<file path="src/rtl/alu_seq_pkg.sv">
// Shared encodings for the bit-serial ALU sequencer: aluOp codes, slice signal codes, FSM states.
package alu_seq_pkg;

  typedef enum logic [2:0] {
    OP_AND = 3'b000,
    OP_OR  = 3'b001,
    OP_ADD = 3'b010,
    OP_SUB = 3'b011,
    OP_SLT = 3'b100
  } alu_op_e;

  typedef enum logic [1:0] {
    SIG_AND  = 2'b00,
    SIG_OR   = 2'b01,
    SIG_ADD  = 2'b10,
    SIG_LESS = 2'b11
  } slice_sig_e;

  typedef enum logic [1:0] {
    ST_IDLE,
    ST_CALC,
    ST_FILL,
    ST_DONE
  } state_e;

  function automatic logic op_valid(input logic [2:0] op);
    return op <= 3'b100;
  endfunction

  function automatic logic op_inverts_b(input alu_op_e op);
    return (op == OP_SUB) || (op == OP_SLT);
  endfunction

  function automatic slice_sig_e op_signal(input alu_op_e op);
    case (op)
      OP_AND:  return SIG_AND;
      OP_OR:   return SIG_OR;
      default: return SIG_ADD;
    endcase
  endfunction

endpackage

</file>
<file path="src/rtl/serial_shreg.sv">
// WIDTH-bit right-shift register with parallel load and serial input at the MSB.
module serial_shreg #(
  parameter int unsigned WIDTH = 32
) (
  input  logic             clk,
  input  logic             rst_n,
  input  logic             load,
  input  logic [WIDTH-1:0] load_val,
  input  logic             shift,
  input  logic             sin,
  output logic [WIDTH-1:0] q
);

  logic [WIDTH-1:0] q_q, q_d;

  always_comb begin
    q_d = q_q;
    if (load) begin
      q_d = load_val;
    end else if (shift) begin
      q_d = {sin, q_q[WIDTH-1:1]};
    end
  end

  always_ff @(posedge clk or negedge rst_n) begin
    if (!rst_n) begin
      q_q <= '0;
    end else begin
      q_q <= q_d;
    end
  end

  assign q = q_q;

endmodule

</file>
<file path="src/rtl/bitserial_alu_seq.sv">
// Multi-cycle sequencer driving an external 1-bit ALU slice LSB-first.
// Optional SERIAL_ALU_OVF_EN adds an overflow output and a signed-correct SLT.
module bitserial_alu_seq
  import alu_seq_pkg::*;
#(
  parameter int unsigned WIDTH = 32
) (
  input  logic             clk,
  input  logic             rst_n,
  input  logic             start,
  input  logic [2:0]       aluOp,
  input  logic [WIDTH-1:0] opA,
  input  logic [WIDTH-1:0] opB,
  output logic             busy,
  output logic             done,
  output logic [WIDTH-1:0] result,
  output logic             zero,
`ifdef SERIAL_ALU_OVF_EN
  output logic             overflow,
`endif
  output logic             sliceA,
  output logic             sliceB,
  output logic             sliceCin,
  output logic [1:0]       sliceSignal,
  output logic             sliceInvertB,
  output logic             sliceLess,
  input  logic             sliceOut,
  input  logic             sliceCout
);

  localparam int unsigned CW = $clog2(WIDTH);

  state_e           state_q, state_d;
  alu_op_e          op_q, op_d;
  logic [CW-1:0]    cnt_q, cnt_d;
  logic             carry_q, carry_d;
  logic             set_q, set_d;
  logic             zero_q, zero_d;
`ifdef SERIAL_ALU_OVF_EN
  logic             ovf_q, ovf_d;
`endif

  logic             accept, shift_ops, shift_res, last_bit;
  logic [WIDTH-1:0] opa_q, opb_q, res_q, res_next;

  serial_shreg #(.WIDTH(WIDTH)) u_opa (
    .clk(clk), .rst_n(rst_n), .load(accept), .load_val(opA),
    .shift(shift_ops), .sin(1'b0), .q(opa_q)
  );

  serial_shreg #(.WIDTH(WIDTH)) u_opb (
    .clk(clk), .rst_n(rst_n), .load(accept), .load_val(opB),
    .shift(shift_ops), .sin(1'b0), .q(opb_q)
  );

  serial_shreg #(.WIDTH(WIDTH)) u_res (
    .clk(clk), .rst_n(rst_n), .load(accept), .load_val('0),
    .shift(shift_res), .sin(sliceOut), .q(res_q)
  );

  // Only the LSB of each operand register feeds the slice; upper bits just shift through.
  logic unused_op_hi;
  assign unused_op_hi = ^{opa_q[WIDTH-1:1], opb_q[WIDTH-1:1]};

  assign last_bit = (cnt_q == CW'(WIDTH - 1));
  assign res_next = {sliceOut, res_q[WIDTH-1:1]};

  always_comb begin
    state_d      = state_q;
    op_d         = op_q;
    cnt_d        = cnt_q;
    carry_d      = carry_q;
    set_d        = set_q;
    zero_d       = zero_q;
`ifdef SERIAL_ALU_OVF_EN
    ovf_d        = ovf_q;
`endif
    accept       = 1'b0;
    shift_ops    = 1'b0;
    shift_res    = 1'b0;
    sliceA       = 1'b0;
    sliceB       = 1'b0;
    sliceCin     = 1'b0;
    sliceSignal  = SIG_AND;
    sliceInvertB = 1'b0;
    sliceLess    = 1'b0;

    case (state_q)
      ST_IDLE: begin
        if (start) begin
          accept = 1'b1;
          cnt_d  = '0;
          zero_d = 1'b0;
`ifdef SERIAL_ALU_OVF_EN
          ovf_d  = 1'b0;
`endif
          if (op_valid(aluOp)) begin
            op_d    = alu_op_e'(aluOp);
            carry_d = op_inverts_b(alu_op_e'(aluOp));
            state_d = ST_CALC;
          end else begin
            zero_d  = 1'b1;
            state_d = ST_DONE;
          end
        end
      end

      ST_CALC: begin
        sliceA       = opa_q[0];
        sliceB       = opb_q[0];
        sliceCin     = carry_q;
        sliceSignal  = op_signal(op_q);
        sliceInvertB = op_inverts_b(op_q);
        shift_ops    = 1'b1;
        shift_res    = 1'b1;
        carry_d      = sliceCout;
        cnt_d        = cnt_q + CW'(1);
        if (last_bit) begin
          cnt_d = '0;
          // carry_q is the carry into the MSB; xor with its carry out gives signed overflow
`ifdef SERIAL_ALU_OVF_EN
          ovf_d = (op_q != OP_AND) && (op_q != OP_OR) && (carry_q ^ sliceCout);
          set_d = sliceOut ^ carry_q ^ sliceCout;
`else
          set_d = sliceOut;
`endif
          if (op_q == OP_SLT) begin
            state_d = ST_FILL;
          end else begin
            zero_d  = (res_next == '0);
            state_d = ST_DONE;
          end
        end
      end

      ST_FILL: begin
        sliceSignal  = SIG_LESS;
        sliceInvertB = 1'b1;
        sliceLess    = (cnt_q == '0) ? set_q : 1'b0;
        shift_res    = 1'b1;
        cnt_d        = cnt_q + CW'(1);
        if (last_bit) begin
          cnt_d   = '0;
          zero_d  = (res_next == '0);
          state_d = ST_DONE;
        end
      end

      ST_DONE: begin
        state_d = ST_IDLE;
      end

      default: begin
        state_d = ST_IDLE;
      end
    endcase
  end

  always_ff @(posedge clk or negedge rst_n) begin
    if (!rst_n) begin
      state_q <= ST_IDLE;
      op_q    <= OP_AND;
      cnt_q   <= '0;
      carry_q <= 1'b0;
      set_q   <= 1'b0;
      zero_q  <= 1'b0;
`ifdef SERIAL_ALU_OVF_EN
      ovf_q   <= 1'b0;
`endif
    end else begin
      state_q <= state_d;
      op_q    <= op_d;
      cnt_q   <= cnt_d;
      carry_q <= carry_d;
      set_q   <= set_d;
      zero_q  <= zero_d;
`ifdef SERIAL_ALU_OVF_EN
      ovf_q   <= ovf_d;
`endif
    end
  end

  assign busy   = (state_q == ST_CALC) || (state_q == ST_FILL);
  assign done   = (state_q == ST_DONE);
  assign result = res_q;
  assign zero   = zero_q;
`ifdef SERIAL_ALU_OVF_EN
  assign overflow = ovf_q;
`endif

endmodule

</file>
<file path="config.mk">
export PLATFORM = sky130hd
export DESIGN_NAME = bitserial_alu_seq
export DESIGN_NICKNAME = d
export VERILOG_FILES = /design/src/rtl/alu_seq_pkg.sv /design/src/rtl/serial_shreg.sv /design/src/rtl/bitserial_alu_seq.sv
export SDC_FILE = /design/constraint.sdc
export NUM_CORES = 1
export LEC_CHECK = 0
export CAP_MARGIN = 20
export CORE_MARGIN = 1
export CORE_UTILIZATION = 55
export DETAILED_ROUTE_END_ITERATION = 10
export PLACE_DENSITY = 0.9
export SLEW_MARGIN = 10
export SYNTH_ARGS = -nofsm -noshare
export SYNTH_HDL_FRONTEND = slang
export SYNTH_SLANG_ARGS = --single-unit
</file>
<file path="constraint.sdc">
create_clock -name clk -period 5.5 [get_ports clk]
set_clock_uncertainty 0.15 [all_clocks]
set_input_delay 1.1 -clock clk [delete_from_list [all_inputs] [get_ports clk]]
set_output_delay 1.1 -clock clk [all_outputs]
set_load 0.01 [all_outputs]
</file>
## Word-level counts from Yosys, hierarchy flattened

Cells that the tools add are included.

- Flip-flop bits (word level): 109
- Bits of input ports: 72

- Add/subtract/negate cells: 1
- Reduce and logical (&&, ||, !) cells: 19
- Equal/unequal tests: 14
- Multiplexer cells: 36
- Order comparisons: 1

Operators by type and width:

| cell | number |
|---|---|
| $mux W32 | 6 |
| $logic_not A32 Y1 | 1 |
| $mux W1 | 17 |
| $mux W5 | 2 |
| $ne A2 B2 Y1 const B | 5 |
| $pmux W5 S2 | 1 |
| $reduce_and A3 Y1 | 3 |
| $mux W2 | 4 |
| $pmux W2 S2 | 2 |
| $pmux W2 S4 | 1 |
| $reduce_bool A2 Y1 | 4 |
| $eq A3 B2 Y1 const B | 2 |
| $eq A3 B3 Y1 const B | 2 |
| $add A5 B1 Y5 const B | 1 |
| $eq A5 B5 Y1 const B | 1 |
| $logic_not A5 Y1 | 1 |
| $reduce_and A5 Y1 | 1 |
| $eq A2 B2 Y1 const B | 2 |
| $pmux W1 S2 | 2 |
| $reduce_and A2 Y1 | 2 |
| $eq A3 B1 Y1 const B | 1 |
| $le A3 B3 Y1 const B | 1 |
| $logic_not A3 Y1 | 1 |
| $logic_or A1 B1 Y1 | 3 |
| 5 further kinds | 5 |

## Longest topological paths before layout

Gate-level depths: netlist (run 1).

- Word-level depth: 5
- Depth in mapped cells: 9

## Modules after synthesis

From an unflattened synthesis (run 1), not the netlist that was laid out.

- Cell total of the unflattened synthesis: 521
- Area, all modules: 5507.8 µm²

Modules (own cells, without submodules):

| module | cells an instance | times used | area an instance (µm²) |
|---|---|---|---|
| serial_shreg | 139 | 3 | 1515.2 |
| bitserial_alu_seq | 104 | 1 | 962.2 |

## Worst setup path before layout (run 1)

OpenSTA, ideal clock, no wires.

- Kind: register -> output
- From: reg state_q[0]
- To: out sliceInvertB
- Data arrival time: 1.405 ns
- Slack: 2.845 ns
- Path buffers: 2
- Cell stages (with the launch flop): 6
- Data required time: 4.250 ns
- Cells stage by stage: dfrtp_1 inv_1 ha_1 buf_4 buf_2 nor2b_1

- Word-level cells in the longest chain between the ends: 2
- Elaborated cells on any way between the ends: 3
- Those cells by class: 2 x eq/ne; 1 x mux

RTL lines:

| item | RTL line | source |
|---|---|---|
| start: declaration | bitserial_alu_seq.sv:33 | `state_e state_q, state_d;` |
| start signal: assignment | bitserial_alu_seq.sv:171 | `state_q <= state_d;` |
| $eq A2 B2 Y1 / $eq A2 B1 Y1 (equally long branches) | bitserial_alu_seq.sv:88 | `case (state_q)` |
| $pmux W1 S2 (*) | bitserial_alu_seq.sv:88 |  |
| end: declaration | bitserial_alu_seq.sv:25 | `output logic sliceInvertB,` |

Mark *: on every way between the ends. The rest lies on a longest branch, timed or not.

## Final worst setup path (run 1)

- From: reg state_q[1]
- To: out sliceSignal[1]

- Word-level cells in the longest chain between the ends: 2
- Elaborated cells on any way between the ends: 3
- Those cells by class: 2 x eq/ne; 1 x mux

RTL lines:

| item | RTL line | source |
|---|---|---|
| $eq A2 B2 Y1 / $eq A2 B1 Y1 (equally long branches) | bitserial_alu_seq.sv:88 |  |
| $pmux W2 S2 (*) | bitserial_alu_seq.sv:88 |  |
| end: declaration | bitserial_alu_seq.sv:24 | `output logic [1:0] sliceSignal,` |

Marked as above.

==> flow_summary.yaml, run 1 <==
drt:
  wl_per_cell_um: 14.9
  ant_nets: 0
  via_per_inst: 5.38
  dr_total_vias: 3903
  drt_first_pass_iters: 4
  wl_mm: 10.8
  dr.first_iter.drc_count: 184
  route.detailed.drc: 0
status:
  outcome: "completed"
timing:
  min_period_ps: 3550
  relSlewSlack: 0.405
  tightest_slew_ps: 892
  timing.hold.ws_ps: 388
  setup-violations-final: 0
  min_period_over_period: 0.646
  maxSlewViolCount: 0
  finalHoldViolations: 0
  fin_setup_tns_ps: 0
  max_freq_mhz: 281
  rsz0062_at_grt: "false"
synthesis:
  syn_area_sq_um: 5230
  synth_common_cells: "dfrtp_1 (109), mux2i_1 (95), nand2_1 (69)"
  seq_area_frac_synth: 0.522
  synthCells: 494
  synth-main-ff-cell: "dfrtp_1"
  synth_nets: 574
  synthArstFlopShare: 1.00
  synth_edf_count: 0
  yosys-top-cells-area: "dfrtp_1 (52%), mux2i_1 (18%), o21ai_1 (6.3%)"
  synth_most_common_cell: "dfrtp_1"
  ys_ff_latch: 109
  synth_top_area_cell: "dfrtp_1"
  ys_types: 45
  postSynthAreaPerCell_sq_um: 10.6
  yosysTopAreaCellShare: 0.522
  ys_warn_count: 0
layout:
  areaGrowthSynthToFinish_pct: 25.3
  diodes: 0
  layout-drive-gt1-share: 0.0503
  finalNetCount: 671
global_routing:
  grt_pass1_vias: 3762
  grt_overflow_total: 0
  grtUsageTotal: 0.228
  grt_pass1_wl_mm: 17.8
  antenna_found_initial: 0
  grt_max_degree: 93
clock_network:
  clkTransAtPathRegs_ps: 100
  cts_inserted_buffers: 9
  insertion_delay_ps: 370
  ctsResizeCount: 0
  postCtsSetupBuffers: 0
  cts_tree: "built"
  cts-root-buf: "clkbuf_8"
  cts.sinks: 109
  hold_buffers: 0
  cts_buffer_depth: 2
  htreeDepth: 3
critical_path:
  cpLargestDelayFamily: "buffers and inverters"
  worst_path_largest_cell_delay_ps: 520
  crit_chain: "inv_1 > ha_4 > nor2b_1 > o21a_1 > clkdlybuf4s50_1"
  cp.buffers_inverters: 2
  crit_required_ps: 4250
  critPathKind: "reg2out"
  crit_arrival_ps: 2300
  ff2ff_path_depth: 7
  worst-path-stages: 5
  cp-end-kind: "primary output"
  crit_slowest_cell: "clkdlybuf4s50_1"
  start_kind: "flip-flop"
  worstPathMaxFanout: 35
place:
  port_buffers: 113
  place_hpwl_mm: 7.66
  place.gp.congestion: 0.832
die:
  pin_count: 114
  fp-row-count: 35
  coreArea_sq_um: 9240
  die_area_sq_um: 9900
  die_w_um: 99.5
  die_h_um: 99.5
  start_util: 0.566
power:
  vdd_drop_max_v: 0.000337
  power_density_nw_per_um2: 572
  p_leak_nw: 2.83
job:
  maxCapViolCount: 0
min_path:
  holdPathStages: 1
  hp-class: "reg2reg"
[state kept, by name, indices dropped and copies added, names as in the netlist]
| register | cells |
|---|---|
| cnt_q | 5 |
| u_res.q | 32 |
| u_opa.q | 32 |
| zero | 1 |
| u_opb.q | 32 |
| carry_q | 1 |
| op_q | 3 |
| state_q | 2 |
| set_q | 1 |
[worst paths after layout]
kind | startpoint | to | slack [ps]
setup / recovery | state_q[1]$_DFFE_PN0P_ | sliceSignal[1] | 1950
hold / removal | set_q$_DFFE_PN0P_ | set_q$_DFFE_PN0P_ | 390
setup reg to reg | state_q[0]$_DFFE_PN0P_ | zero$_DFFE_PN0P_ | 2740
hold reg to reg | set_q$_DFFE_PN0P_ | set_q$_DFFE_PN0P_ | 390
max in group asynchronous | rst_n | u_opb.q[22]$_DFFE_PN0P_ | 3450
min in group asynchronous | rst_n | u_opb.q[12]$_DFFE_PN0P_ | 620
[cells by family after synthesis]
logic type	after synthesis	share of synthesized area
flip-flops	109	0.522
AO/OA/AOI/OAI	92	0.0984
AND/OR/NAND/NOR	144	0.124
adder cells (fa/ha/maj)	8	0.0191
buffers and inverters	40	0.0416
multiplexers	101	0.195
[through the flow]
step	worst slack (ps)	power [W]	util	instance area [sq um]	instances
floorplan	2850	0.00273	-	5230	494
global placement	2200	0.00323	0.691	6380	709
detailed placement	2110	0.00334	0.691	6380	709
CTS	1940	0.00377	0.709	6550	725
global route	1790	0.00402	0.709	6550	725
finish	1950	0.00375	0.709	6550	725
[cell type report]
cell class                      count  area [sq um]
Tap cell                          129           161
Timing Repair Buffer              118          1170
Multi-Input combinational cell    345          2300
Fill cell                         681          2690
Inverter                            8          30.0
Clock inverter                      5          35.0
Sequential cell                   109          2730
Clock buffer                       11           131
[power breakdown]
part           internal, W  total [W]  switching [W]
combinational     0.000924    0.00186       0.000931
clock             0.000166   0.000425       0.000259
sequential         0.00118    0.00147       0.000291
total              0.00227    0.00375        0.00148
[routing by layer]
layer | part of all wire | global-route usage | vias to the layer above
met5 | 0 | 0 | -
met4 | 0.023 | 0.0837 | 0
met3 | 0.037 | 0.0450 | 21
met2 | 0.49 | 0.368 | 95
met1 | 0.45 | 0.309 | 1886
li1 | - | - | 1901
[cell usage in the layout (no fill, tap or decap), types with 3 or more instances in the layout]
cell	n
ha_1	6
clkdlybuf4s50_1	112
and2_1	3
nand2b_1	7
nor4_1	6
mux2_2	3
mux2_1	3
o21ai_1	66
mux2i_1	95
inv_1	8
nor2_1	38
dfrtp_1	109
nor2b_1	6
nand2_1	69
nand3_1	3
clkbuf_8	9
o21ai_0	4
buf_4	6
a21oi_1	3
No activity file was read; power rests on OpenSTA's default activity.
==> inputs of run 2 (changes only) <==
--- a/config.mk
+++ b/config.mk
@@ -7,9 +7,9 @@
 export LEC_CHECK = 0
 export CAP_MARGIN = 20
 export CORE_MARGIN = 1
-export CORE_UTILIZATION = 55
+export CORE_UTILIZATION = 51
 export DETAILED_ROUTE_END_ITERATION = 10
-export PLACE_DENSITY = 0.9
+export PLACE_DENSITY = 0.84
 export SLEW_MARGIN = 10
 export SYNTH_ARGS = -nofsm -noshare
 export SYNTH_HDL_FRONTEND = slang
==> constraint.sdc (replaced) <==
create_clock -name clk -period 3.7 [get_ports clk]
set_clock_uncertainty 0.15 [all_clocks]
set_input_delay 0.74 -clock clk [delete_from_list [all_inputs] [get_ports clk]]
set_output_delay 0.74 -clock clk [all_outputs]
set_load 0.01 [all_outputs]
==> run 2 against run 1 <==
Net effect: critical path depth unchanged; die area up 7.7%; first-iteration DRC count down 4.9%; utilization down 4.1 points; register-to-register slack worse by 1700 ps; worst setup slack worse by 1500 ps; highest routed layer unchanged.
==> flow_summary.yaml, run 2 (synthesis results as in run 1) <==
timing:
  setup-violations-final: 0
  max_freq_mhz: 308
  rsz0062_at_grt: "false"
  min_period_ps: 3250
  relSlewSlack: 0.525
  min_period_over_period: 0.877
  maxSlewViolCount: 0
  finalHoldViolations: 0
  tightest_slew_ps: 712
  fin_setup_tns_ps: 0
  timing.hold.ws_ps: 256
power:
  swShare: 0.396
  power_density_nw_per_um2: 850
  p_comb_frac: 0.494
  internal_power_w: 0.00338
  power.share.clock: 0.115
  p_leak_nw: 2.84
  power_w: 0.00560
  p_seq_frac: 0.390
  switching_power_w: 0.00221
  vdd_drop_max_v: 0.000431
critical_path:
  crit_arrival_ps: 2360
  start_kind: "flip-flop"
  worstPathMaxFanout: 39
  critPathKind: "reg2out"
  crit_required_ps: 2810
  cp-end-kind: "primary output"
  ff2ff_path_depth: 7
layout:
  fin_area_sq_um: 6590
  diodes: 0
  final_common_cell: "clkdlybuf4s50_1"
  instances_no_fill: 728
  final_cell_mix: "clkdlybuf4s50_1 (112), dfrtp_1 (109), mux2i_1 (95)"
  areaGrowthSynthToFinish_pct: 26.0
  finalNetCount: 671
  layout-drive-gt1-share: 0.0521
job:
  maxCapViolCount: 0
drt:
  ant_nets: 0
  wl_per_cell_um: 15.2
  via_per_inst: 5.36
  route.detailed.drc: 0
  wl_mm: 11.0
  drt_first_pass_iters: 4
  dr.first_iter.drc_count: 175
  dr_total_vias: 3904
clock_network:
  insertion_delay_ps: 360
  ctsResizeCount: 0
  postCtsSetupBuffers: 0
  cts-root-buf: "clkbuf_8"
  hold_buffers: 0
  cts_tree: "built"
  htreeDepth: 3
  clkTransAtPathRegs_ps: 100
  cts.sinks: 109
  cts_inserted_buffers: 9
  cts_buffer_depth: 2
die:
  fp-row-count: 36
  coreArea_sq_um: 9860
  start_util: 0.530
  die_h_um: 103
  die_area_sq_um: 10700
  pin_count: 114
  die_w_um: 103
global_routing:
  gr-usage-met2: 0.356
  grt_use_met1: 0.292
  grt_pass1_vias: 3818
  grt_pass1_wl_mm: 17.8
  grtUsageTotal: 0.216
  antenna_found_initial: 0
  use_met3: 0.0343
  grt_overflow_total: 0
  grt_max_degree: 90
  top_usage_layer: "met2"
place:
  place_hpwl_mm: 7.84
  placed_area_sq_um: 6410
  place.gp.congestion: 0.792
  dp_cells: 713
  port_buffers: 113
status:
  outcome: "completed"
min_path:
  hp-class: "in2async"
[run 2: cell types whose count changed in the layout (fill, tap and decap cells not counted), moves of 2 or more]
cell,before,now
clkbuf_1,2,0
buf_12,0,2
buf_4,6,4
clkinv_4,1,3
[run 2: path summary, 6_finish.rpt]
kind                                   startpoint                endpoint  slack, ps
min in group clk                 zero$_DFFE_PN0P_        zero$_DFFE_PN0P_        390
hold reg to reg                  zero$_DFFE_PN0P_        zero$_DFFE_PN0P_        390
max in group asynchronous                   rst_n  u_opb.q[2]$_DFFE_PN0P_       2360
setup reg to reg           state_q[0]$_DFFE_PN0P_        zero$_DFFE_PN0P_       1030
setup / recovery           state_q[1]$_DFFE_PN0P_          sliceSignal[1]        450
hold / removal                              rst_n  u_res.q[9]$_DFFE_PN0P_        260
[run 2: metrics by stage]
step	util	setup slack [ps]
after floorplan	-	1410
after global placement	0.650	923
after detailed placement	0.650	852
after CTS	0.668	442
after global routing	0.668	313
final	0.668	453
[run 2: cell type report]
type                       instances  area [sq um]
clock buffer                       9           124
clock inverter                     6          50.0
fill                             793          3280
inverter                           8          30.0
multi-input combinational        345          2300
sequential                       109          2730
tap                              133           166
timing repair buffer             118          1190
[run 2: routing by layer]
metal / routed length, um / share of wire
met5: 0 / 0
met4: 210 / 0.019
met3: 338 / 0.031
met2: 5580 / 0.51
met1: 4910 / 0.44
[run 2: power by group through the flow]
stage,Clock (W),Combinational (W),Sequential (W)
after detailed placement,0,0.00277,0.00220
after CTS,0.000662,0.00278,0.00218
final,0.000646,0.00277,0.00218
after floorplan,0,0.00191,0.00214
after global routing,0.000712,0.00304,0.00225
after global placement,0,0.00267,0.00216
[run 2: worst max-delay path, cell delays in order (launching register included)]
cell	delay, ps
dfrtp_1	430
inv_1	170
ha_4	540
nor2b_1	210
o21a_1	120
clkdlybuf4s50_1	520
